===== config.mk =====
export PLATFORM = sky130hd
export DESIGN_NAME = pc_fetch_unit
export DESIGN_NICKNAME = d
export VERILOG_FILES = /design/src/rtl/fetch_pkg.sv /design/src/rtl/fetch_buffer.sv /design/src/rtl/pc_fetch_unit.sv
export SDC_FILE = /design/constraint.sdc
export NUM_CORES = 1
export LEC_CHECK = 0
export ABC_AREA = 1
export CORE_ASPECT_RATIO = 1.75
export CORE_MARGIN = 4
export CORE_UTILIZATION = 57
export CTS_BUF_LIST = sky130_fd_sc_hd__clkbuf_4
export DETAILED_ROUTE_END_ITERATION = 10
export PLACE_DENSITY_LB_ADDON = 0.3
export SLEW_MARGIN = 10
export SYNTH_ARGS = -nofsm -noshare
export SYNTH_HDL_FRONTEND = slang
export SYNTH_SLANG_ARGS = --single-unit

===== constraint.sdc =====
create_clock -name clk -period 8.6 [get_ports clk]
set_input_delay 0.86 -clock clk [delete_from_list [all_inputs] [get_ports clk]]
set_output_delay 0.86 -clock clk [all_outputs]
set_load 0.01 [all_outputs]

===== src/rtl/fetch_pkg.sv =====
// Shared types and constants for the instruction fetch stage.
package fetch_pkg;
  localparam logic [31:0] NOP_INST = 32'h0000_0013;

  typedef struct packed {
    logic [31:0] pc;
    logic [31:0] inst;
  } fetch_entry_t;

  typedef enum logic [1:0] {RD_NONE, RD_BRANCH, RD_CSR} redirect_src_e;
endpackage


===== src/rtl/fetch_buffer.sv =====
// Fetch buffer: small circular FIFO of {pc, inst} entries with a synchronous clear.
module fetch_buffer
  import fetch_pkg::*;
#(
  parameter int DEPTH = 2,
  localparam int AW = $clog2(DEPTH)
) (
  input  logic         clk,
  input  logic         rst,
  input  logic         push,
  input  logic         pop,
  input  logic         clear,
  input  fetch_entry_t din,
  output fetch_entry_t head,
  output logic [AW:0]  count,
  output logic         full,
  output logic         empty
);
  fetch_entry_t  mem [DEPTH];
  logic [AW-1:0] rd_ptr;
  logic [AW-1:0] wr_ptr;
  logic          do_push;
  logic          do_pop;

  assign empty   = (count == '0);
  assign full    = (count == (AW+1)'(DEPTH));
  assign do_pop  = pop && !empty;
  // A full buffer still accepts a write when the head leaves in the same cycle.
  assign do_push = push && (!full || do_pop);
  assign head    = mem[rd_ptr];

  always_ff @(posedge clk or negedge rst) begin
    if (!rst) begin
      rd_ptr <= '0;
      wr_ptr <= '0;
      count  <= '0;
    end else if (clear) begin
      rd_ptr <= '0;
      wr_ptr <= '0;
      count  <= '0;
    end else begin
      if (do_push) wr_ptr <= wr_ptr + AW'(1);
      if (do_pop)  rd_ptr <= rd_ptr + AW'(1);
      count <= count + (AW+1)'(do_push) - (AW+1)'(do_pop);
    end
  end

  always_ff @(posedge clk) begin
    if (do_push && !clear) mem[wr_ptr] <= din;
  end
endmodule


===== src/rtl/pc_fetch_unit.sv =====
// Fetch stage: owns the PC, issues in-order imem requests, buffers responses for IF/ID.
// Optional FETCH_MISALIGN_EN adds a sticky fetch_misaligned flag for unaligned redirect targets.
module pc_fetch_unit
  import fetch_pkg::*;
#(
  parameter logic [31:0] RESET_PC   = 32'h0000_0000,
  parameter int          FIFO_DEPTH = 2
) (
  input  logic        clk,
  input  logic        rst,
  input  logic        Stall,
  input  logic        br_taken,
  input  logic [31:0] br_target,
  input  logic        csr_redirect,
  input  logic [31:0] csr_pc,
  output logic        imem_req,
  output logic [31:0] imem_addr,
  input  logic        imem_gnt,
  input  logic        imem_rvalid,
  input  logic [31:0] imem_rdata,
  output logic [31:0] Addr,
  output logic [31:0] Inst,
  output logic        inst_valid
`ifdef FETCH_MISALIGN_EN
  ,
  output logic        fetch_misaligned
`endif
);
  localparam int AW = $clog2(FIFO_DEPTH);
  localparam int CW = AW + 1;

  logic [31:0]   pc;
  logic [CW-1:0] outstanding;
  logic [CW-1:0] drop;
  logic [31:0]   aq [FIFO_DEPTH];
  logic [AW-1:0] aq_wr;
  logic [AW-1:0] aq_rd;

  redirect_src_e rd_src;
  logic          redirect;
  logic [31:0]   rd_target;
  logic [31:0]   next_pc_target;
  logic          fire;
  logic          rsp_live;
  logic          rsp_keep;
  logic          fetch_block;
  logic [CW:0]   inflight;

  fetch_entry_t  buf_din;
  fetch_entry_t  buf_head;
  logic [CW-1:0] buf_count;
  logic          buf_full;
  logic          buf_empty;

  always_comb begin
    rd_src    = RD_NONE;
    rd_target = pc;
    if (csr_redirect) begin
      rd_src    = RD_CSR;
      rd_target = csr_pc;
    end else if (br_taken) begin
      rd_src    = RD_BRANCH;
      rd_target = br_target;
    end
  end

  assign redirect = (rd_src != RD_NONE);

`ifdef FETCH_MISALIGN_EN
  assign next_pc_target = rd_target;
  assign fetch_block    = fetch_misaligned;
`else
  assign next_pc_target = rd_target & 32'hFFFF_FFFC;
  assign fetch_block    = 1'b0;
`endif

  // Responses only count while something is outstanding, so stale beats after reset vanish.
  assign rsp_live = imem_rvalid && (outstanding != '0);
  assign rsp_keep = rsp_live && (drop == '0) && !redirect;
  assign inflight = {1'b0, outstanding} + {1'b0, buf_count};
  assign imem_req = rst && (inflight < (CW+1)'(FIFO_DEPTH)) && !redirect && !fetch_block;
  assign imem_addr = pc;
  assign fire     = imem_req && imem_gnt;

  // ---- request stage: PC and in-flight bookkeeping ----
  always_ff @(posedge clk or negedge rst) begin
    if (!rst) begin
      pc          <= RESET_PC;
      outstanding <= '0;
      drop        <= '0;
      aq_wr       <= '0;
      aq_rd       <= '0;
    end else begin
      outstanding <= outstanding + CW'(fire) - CW'(rsp_live);
      if (fire)     aq_wr <= aq_wr + AW'(1);
      if (rsp_live) aq_rd <= aq_rd + AW'(1);
      if (redirect) begin
        pc   <= next_pc_target;
        drop <= outstanding - CW'(rsp_live);
      end else begin
        if (fire) pc <= pc + 32'd4;
        if (rsp_live && (drop != '0)) drop <= drop - CW'(1);
      end
    end
  end

  always_ff @(posedge clk) begin
    if (fire) aq[aq_wr] <= pc;
  end

`ifdef FETCH_MISALIGN_EN
  always_ff @(posedge clk or negedge rst) begin
    if (!rst)          fetch_misaligned <= 1'b0;
    else if (redirect) fetch_misaligned <= (rd_target[1:0] != 2'b00);
  end
`endif

  // ---- response stage: buffer toward IF/ID ----
  assign buf_din.pc   = aq[aq_rd];
  assign buf_din.inst = imem_rdata;

  fetch_buffer #(
    .DEPTH (FIFO_DEPTH)
  ) u_buf (
    .clk   (clk),
    .rst   (rst),
    .push  (rsp_keep),
    .pop   (!Stall),
    .clear (redirect),
    .din   (buf_din),
    .head  (buf_head),
    .count (buf_count),
    .full  (buf_full),
    .empty (buf_empty)
  );

  assign inst_valid = !buf_empty;
  assign Addr       = buf_empty ? 32'h0 : buf_head.pc;
  assign Inst       = buf_empty ? NOP_INST : buf_head.inst;

  assert property (@(posedge clk) disable iff (!rst) !(rsp_live && buf_full));
endmodule


# Yosys cells after proc, flatten, opt, wreduce, memory -nomap -nowiden
# Memories as Yosys holds them, arrays and structs flattened.
# Index checks and enable logic that the tools add are counted.
# op_classes
n_addsub	12
order_cmp	1
eq_ne	2
n_mux	19
reduce_logical	25
# ops
cell	n
$mux W32	6
$add A32 B3 Y32 const B	1
$reduce_bool A2 Y1	7
$logic_and A1 B1 Y1	10
$mux W1	9
$mux W2	4
$sub A2 B1 Y2	3
$add A1 B1 Y1 const B	4
$add A2 B1 Y2	2
$logic_not A1 Y1	4
$logic_not A2 Y1	2
$add A2 B2 Y3	1
$lt A3 B2 Y1 const B	1
$ne A3 B3 Y1 const B	1
$eq A2 B2 Y1 const B	1
$reduce_and A2 Y1	1
$sub A2 B1 Y2 const B	1
$logic_or A1 B1 Y1	1
# totals
reg_bits	42
ram_bits	192
inputBits	103
out_inout_bits	98
memories	2
# memory_table
name	words	word_bits	read_ports	rd_ports_with_merged_regs	wr	line_no	source
u_buf.mem	2	64	1	0	1	fetch_buffer.sv:19	fetch_entry_t mem [DEPTH];
aq	2	32	1	0	1	pc_fetch_unit.sv:35	logic [31:0] aq [FIFO_DEPTH];

# Longest topological paths before layout
# depth
ltp_word	9
depth_mapped	13
mapped_depth_nobuf	12

# Hierarchy
# From an unflattened synthesis, not the netlist that was laid out.
# hier_totals
cells_unflattened	1090
area_unflattened_um2	10442.5
# modules_own_cells
mod	instances	cells_each	area_per_inst_um2	seq_area_each_um2
pc_fetch_unit	1	717	5515.3	2702.6
fetch_buffer	1	373	4927.2	3943.8

# Least setup slack after synthesis
# OpenSTA, ideal clock, no wires.
# synth_timing
path_kind	input port to flip-flop
startpoint	input port csr_redirect
endpoint	memory u_buf.mem[0][0] (netlist name), enable pin
arrival_time_ns	4.107
setup_slack_ns	4.010
path_stages	5
path_cell_list	buf_6 > nor2_8 > buf_2 > nand4_1 > nor2_1
# synth_between
elab_chain_len	8
# synth_rtl
item	line_no	source
from (decl)	pc_fetch_unit.sv:14	input logic csr_redirect,
$mux W2 *	pc_fetch_unit.sv:58	if (csr_redirect) begin
$reduce_bool A2 Y1 *	pc_fetch_unit.sv:67	assign redirect = (rd_src != RD_NONE);
$logic_not A1 Y1 *	fetch_buffer.sv:49, pc_fetch_unit.sv:79	
$logic_and A1 B1 Y1	pc_fetch_unit.sv:79	assign rsp_keep = rsp_live && (drop == '0) && !redirect;
$logic_and A1 B1 Y1	fetch_buffer.sv:29	assign do_push = push && (!full || do_pop);
$logic_and A1 B1 Y1 *	fetch_buffer.sv:49	if (do_push && !clear) mem[wr_ptr] <= din;
$mux W1 *	fetch_buffer.sv:49	
$mux W1 (not written as such) *	fetch_buffer.sv:49	
to (decl)	fetch_buffer.sv:19	
# Mark *: on every way between the ends. The rest lies on a longest branch, timed or not.

# Worst setup path after layout
# layout_timing
startpoint	input port csr_redirect
endpoint	output port imem_req
# layout_between
elab_chain_len	4
# layout_rtl
item	line_no	source
$mux W2	pc_fetch_unit.sv:58	
$reduce_bool A2 Y1	pc_fetch_unit.sv:67	
$logic_not A1 Y1	pc_fetch_unit.sv:81	assign imem_req = rst && (inflight < (CW+1)'(FIFO_DEPTH)) && !redirect && !fetch_block;
$logic_and A1 B1 Y1	pc_fetch_unit.sv:81	
to (decl)	pc_fetch_unit.sv:16	output logic imem_req,
# Every way passes these cells.

==> results.md <==
- The run finished with clean final reports.
- After synthesis the cells add up to 0.00976 sq mm.
- The critical path starts at csr_redirect.
- Setup repair after global routing left no endpoint under its margin.
- The layout net count is 1,243.
- The count of final hold-check violations is 0.
- STA puts the critical path data required time at 7.74 ns.
- For this design the ratio of total power to cell area is 198 mW/mm^2.
- The final layout contains routed wiring with a total length of 21,500 um.
- The worst slew margin relative to its limit is 0.270.
- The die boundary height is 181 um.
- STA classifies the critical path startpoint as an input port.
- The count of pins over their slew limit is 0.
- The cell sitting at the root of the clock tree is a sky130_fd_sc_hd__clkbuf_4.
- The later pin in the worst-skew pair is clocked with a latency of 0.59 ns.
- The worst reg-to-reg setup slack is 6.02 ns.
- Across the VDD grid, the largest voltage drop is 0.110 mV.
- Synthesis handed over a netlist of 925 instances.
- The worst hold-check slack is 0.333 ns.
- The number of buffer and inverter instances along the worst setup path is 3.
- The via count of the first global-routing pass is 7,481.
- The initial utilization of the core area, before any placement, comes to 0.579.
- The post-place instance area is 0.0118 sq mm.
- Measured in cells, the most critical reg-to-reg path has a length of 12.
- The total track usage is 0.225.
- The launching point of the worst reg2reg path is outstanding[0]$_DFF_PN0_.
- The standard-cell row count is 63.
- The sequential cells in the finished layout cover a total of 0.00653 sq mm.
- The worst hold path belongs to the class in -> async.
- In this run the number of cells on the critical path is 5.
- The total congestion overflow after global routing is 0.
- The library cells used most frequently in the layout, excluding fill and tap cells, are sky130_fd_sc_hd__nand2_1, sky130_fd_sc_hd__clkdlybuf4s50_1, sky130_fd_sc_hd__edfxtp_1.
- The level count of the clock H-tree is 2.
- The clock transition time at the flip-flop clock pins of the worst setup and hold paths is 0.07 ns.
- The post-synthesis register bit count is 224.
- The count of buffers added on input and output ports is 192.
- The initial antenna violation count is 1.
- Dividing the synthesized area by the synthesized cell count gives 10.6 sq um.
- The final critical-path share of the clock period is 0.494.
- Relative to the synthesized area, the layout overhead comes to 26.6%.
- The library cell used most frequently in the layout, excluding fill and tap cells, is sky130_fd_sc_hd__nand2_1.
- The die extent in x is 107 um.
- The number of placed I/O pins is 201.
- The first TritonRoute pass finished after 4 iterations.
- The total core area is 0.0169 sq mm.
- The iteration-0 DRC count of the detailed router is 331.
- The via-per-instance ratio is 5.23.
- Routability-driven placement finished with a final weighted congestion of 0.959.
- The cell class contributing the biggest share of worst-path delay is buffers and inverters.
- The final period demand of the worst path is 4.25 ns.
- Along the worst path, the maximum fanout reaches 31.
- Of the cells placed in the final design, the portion with a size suffix greater than 1 is 0.0852.
- The multi-input combinational cells in the finished layout cover a total of 0.00291 sq mm.
- The cell that appears most often on the critical path is sky130_fd_sc_hd__clkdlybuf4s50_1.
- The number of max-cap violations is 0.
- Dividing the detail-routed wire length by the instance count gives 15.5 um.
- The number of buffers added for setup after CTS is 0.
- TritonCTS built the clock tree.
- For this design, the sink count on the clock tree is 224.
- The total number of vias is 7,268.
- For this run, the number of Yosys warnings is 0.
- Post-CTS repair changed the size of 0 cells.
- The cell at the slowest stage of the critical path is sky130_fd_sc_hd__clkdlybuf4s50_1.
- The signal on the critical path passes through clkdlybuf4s50_1, nor2_8, inv_2, nor2_4, clkdlybuf4s50_1.
- Setup violations remaining at the end of the flow were counted as 0.
- STA classifies the critical path endpoint as an output port.
- In the routed design, unresolved DRC markers number 0.
- The maximum clock skew at final layout is 0.0321 ns.
- After synthesis, the netlist uses 39 different library cells.
- Once detail routing completed, the nets flagged for antenna violations numbered 0.
- In this run, CTS created clock tree buffers numbering 46.
- The total die area is 0.0194 sq mm.
- Entering global routing, the biggest net connects 64 pins.
- Once detailed placement completed, the half-perimeter wirelength came to 14,600 um.
- The sequential element share of the synthesized area is 0.668.
- In this design, the stage delay of the slowest critical-path cell is 0.82 ns.
- The critical path is of the in -> out type.
- For this run, the top clock speed supported by timing is 0.235 GHz.
- In this run the deepest clock path goes through 3 buffers.
- In this run, post-CTS hold repair placed 0 buffers.
- The capture instance of the worst register-to-register path is imem_addr[13]$_DFFE_PN0P_.
- The fill cell instance count of the final layout is 1,216.
- Once layout is done, the placed cells without fillers occupy 0.0124 sq mm.
- The first global-routing pass estimated 34,800 um of wire.
- The analysis attributes to cell leakage a power of 4.71 nW.
- For the pin with the worst max-slew slack, the measured transition is 1.09 ns.
- The arrival time at the worst endpoint is 3.39 ns.
- Setup total negative slack on the finished layout was measured at 0 ns.
[sequential cells by signal (all words and copies together) (netlist names)]
register,flops
aq,60
aq_rd,1
aq_wr,1
drop,2
imem_addr,30
outstanding,2
u_buf.count,2
u_buf.mem,124
u_buf.rd_ptr,1
u_buf.wr_ptr,1
[worst reg2reg max path, cell delays in order (launching register included)]
cell and delay [ns]:
sky130_fd_sc_hd__dfrtp_1 0.42, sky130_fd_sc_hd__nand2_1 0.08, sky130_fd_sc_hd__inv_1 0.06, sky130_fd_sc_hd__fa_1 0.46, sky130_fd_sc_hd__nor2_1 0.17, sky130_fd_sc_hd__nand2_1 0.13, sky130_fd_sc_hd__nor2_4 0.16, sky130_fd_sc_hd__nand2_4 0.11
sky130_fd_sc_hd__nand2_4 0.27, sky130_fd_sc_hd__inv_2 0.29, sky130_fd_sc_hd__nor2_1 0.17, sky130_fd_sc_hd__o21ai_0 0.10, sky130_fd_sc_hd__nand2_1 0.09
[cell usage after synthesis]
cell,instances,area (sq um)
sky130_fd_sc_hd__a211oi_1,1,7.51
sky130_fd_sc_hd__a21boi_0,1,7.51
sky130_fd_sc_hd__a21oi_1,62,310
sky130_fd_sc_hd__a21oi_2,4,35.0
sky130_fd_sc_hd__a22o_1,6,52.6
sky130_fd_sc_hd__a22oi_1,7,52.6
sky130_fd_sc_hd__a22oi_2,1,12.5
sky130_fd_sc_hd__a31oi_1,7,43.8
sky130_fd_sc_hd__a41oi_1,1,8.76
sky130_fd_sc_hd__and2_1,2,12.5
sky130_fd_sc_hd__buf_1,2,7.51
sky130_fd_sc_hd__buf_2,3,15.0
sky130_fd_sc_hd__buf_4,5,37.5
sky130_fd_sc_hd__buf_6,5,56.3
sky130_fd_sc_hd__clkbuf_1,28,105
sky130_fd_sc_hd__conb_1,1,3.75
sky130_fd_sc_hd__dfrtp_1,40,1000
sky130_fd_sc_hd__edfxtp_1,184,5530
sky130_fd_sc_hd__fa_1,1,20.0
sky130_fd_sc_hd__ha_1,7,87.6
sky130_fd_sc_hd__inv_1,34,128
sky130_fd_sc_hd__inv_2,5,18.8
sky130_fd_sc_hd__nand2_1,336,1260
sky130_fd_sc_hd__nand2_4,2,22.5
sky130_fd_sc_hd__nand3_1,26,130
sky130_fd_sc_hd__nand3b_1,3,22.5
sky130_fd_sc_hd__nand4_1,4,25.0
sky130_fd_sc_hd__nor2_1,83,312
sky130_fd_sc_hd__nor2_4,3,33.8
sky130_fd_sc_hd__nor2_8,1,20.0
sky130_fd_sc_hd__nor3_1,4,20.0
sky130_fd_sc_hd__o211ai_1,3,22.5
sky130_fd_sc_hd__o21ai_0,21,105
sky130_fd_sc_hd__o21ai_1,1,5.00
sky130_fd_sc_hd__o22a_1,2,17.5
sky130_fd_sc_hd__o22ai_1,13,81.3
sky130_fd_sc_hd__or2_2,1,6.26
sky130_fd_sc_hd__xnor2_1,6,52.6
sky130_fd_sc_hd__xor2_1,9,78.8
[metal layers]
metal | share of wire | track usage | up-vias | routed length, um
li1 | - | - | 3576 | -
met1 | 0.35 | 0.224 | 3363 | 7510
met2 | 0.55 | 0.428 | 257 | 11800
met3 | 0.054 | 0.0390 | 72 | 1150
met4 | 0.048 | 0.125 | 0 | 1030
met5 | 0 | 0 | - | 0
[worst max-delay path by stage]
stage / endpoint
final: imem_req
after global routing: imem_req
after CTS: imem_req
after detailed placement: imem_req
after global placement: imem_req
after floorplan: u_buf.mem[0][0]$_DFFE_PP_
[cell families after synthesis]
kind of cell	count (synthesis)	share of synthesized area
fa+ha+maj	8	0.0110
other cells	1	0.000384
buf+inv	82	0.0377
flops	224	0.668
simple gates	465	0.191
xor+xnor	15	0.0135
compound gates	130	0.0780
[power by group]
| group | leakage [nW] | internal [mW] | total [mW] | switching, mW |
|---|---|---|---|---|
| logic | 2.25 | 0.177 | 0.405 | 0.228 |
| clock network | 0.323 | 0.328 | 0.690 | 0.361 |
| registers | 2.13 | 1.28 | 1.36 | 0.0794 |
[metrics by stage]
| stage | worst slack, ns | power, mW | utilization | instances |
|---|---|---|---|---|
| 2_1_floorplan | 4.01 | 1.60 | - | 928 |
| 3_3_place_gp | 4.38 | 1.76 | 0.702 | 1311 |
| 3_5_place_dp | 4.36 | 1.78 | 0.702 | 1311 |
| 4_1_cts | 4.35 | 2.48 | 0.733 | 1389 |
| 5_1_grt | 4.24 | 2.59 | 0.733 | 1390 |
| 6_report | 4.35 | 2.45 | 0.733 | 1390 |
[layout make-up]
| cell class | count | share of cell area |
|---|---|---|
| inverters | 39 | 0.0118 |
| flip-flops and latches | 224 | 0.528 |
| multi-input cells | 622 | 0.235 |
| repair buffers | 199 | 0.159 |
| clock inverters | 18 | 0.00617 |
| well taps | 227 | 0.0230 |
| diodes | 1 | 0.000202 |
| clock buffers | 60 | 0.0364 |
No activity file was read; power rests on OpenSTA's default activity.
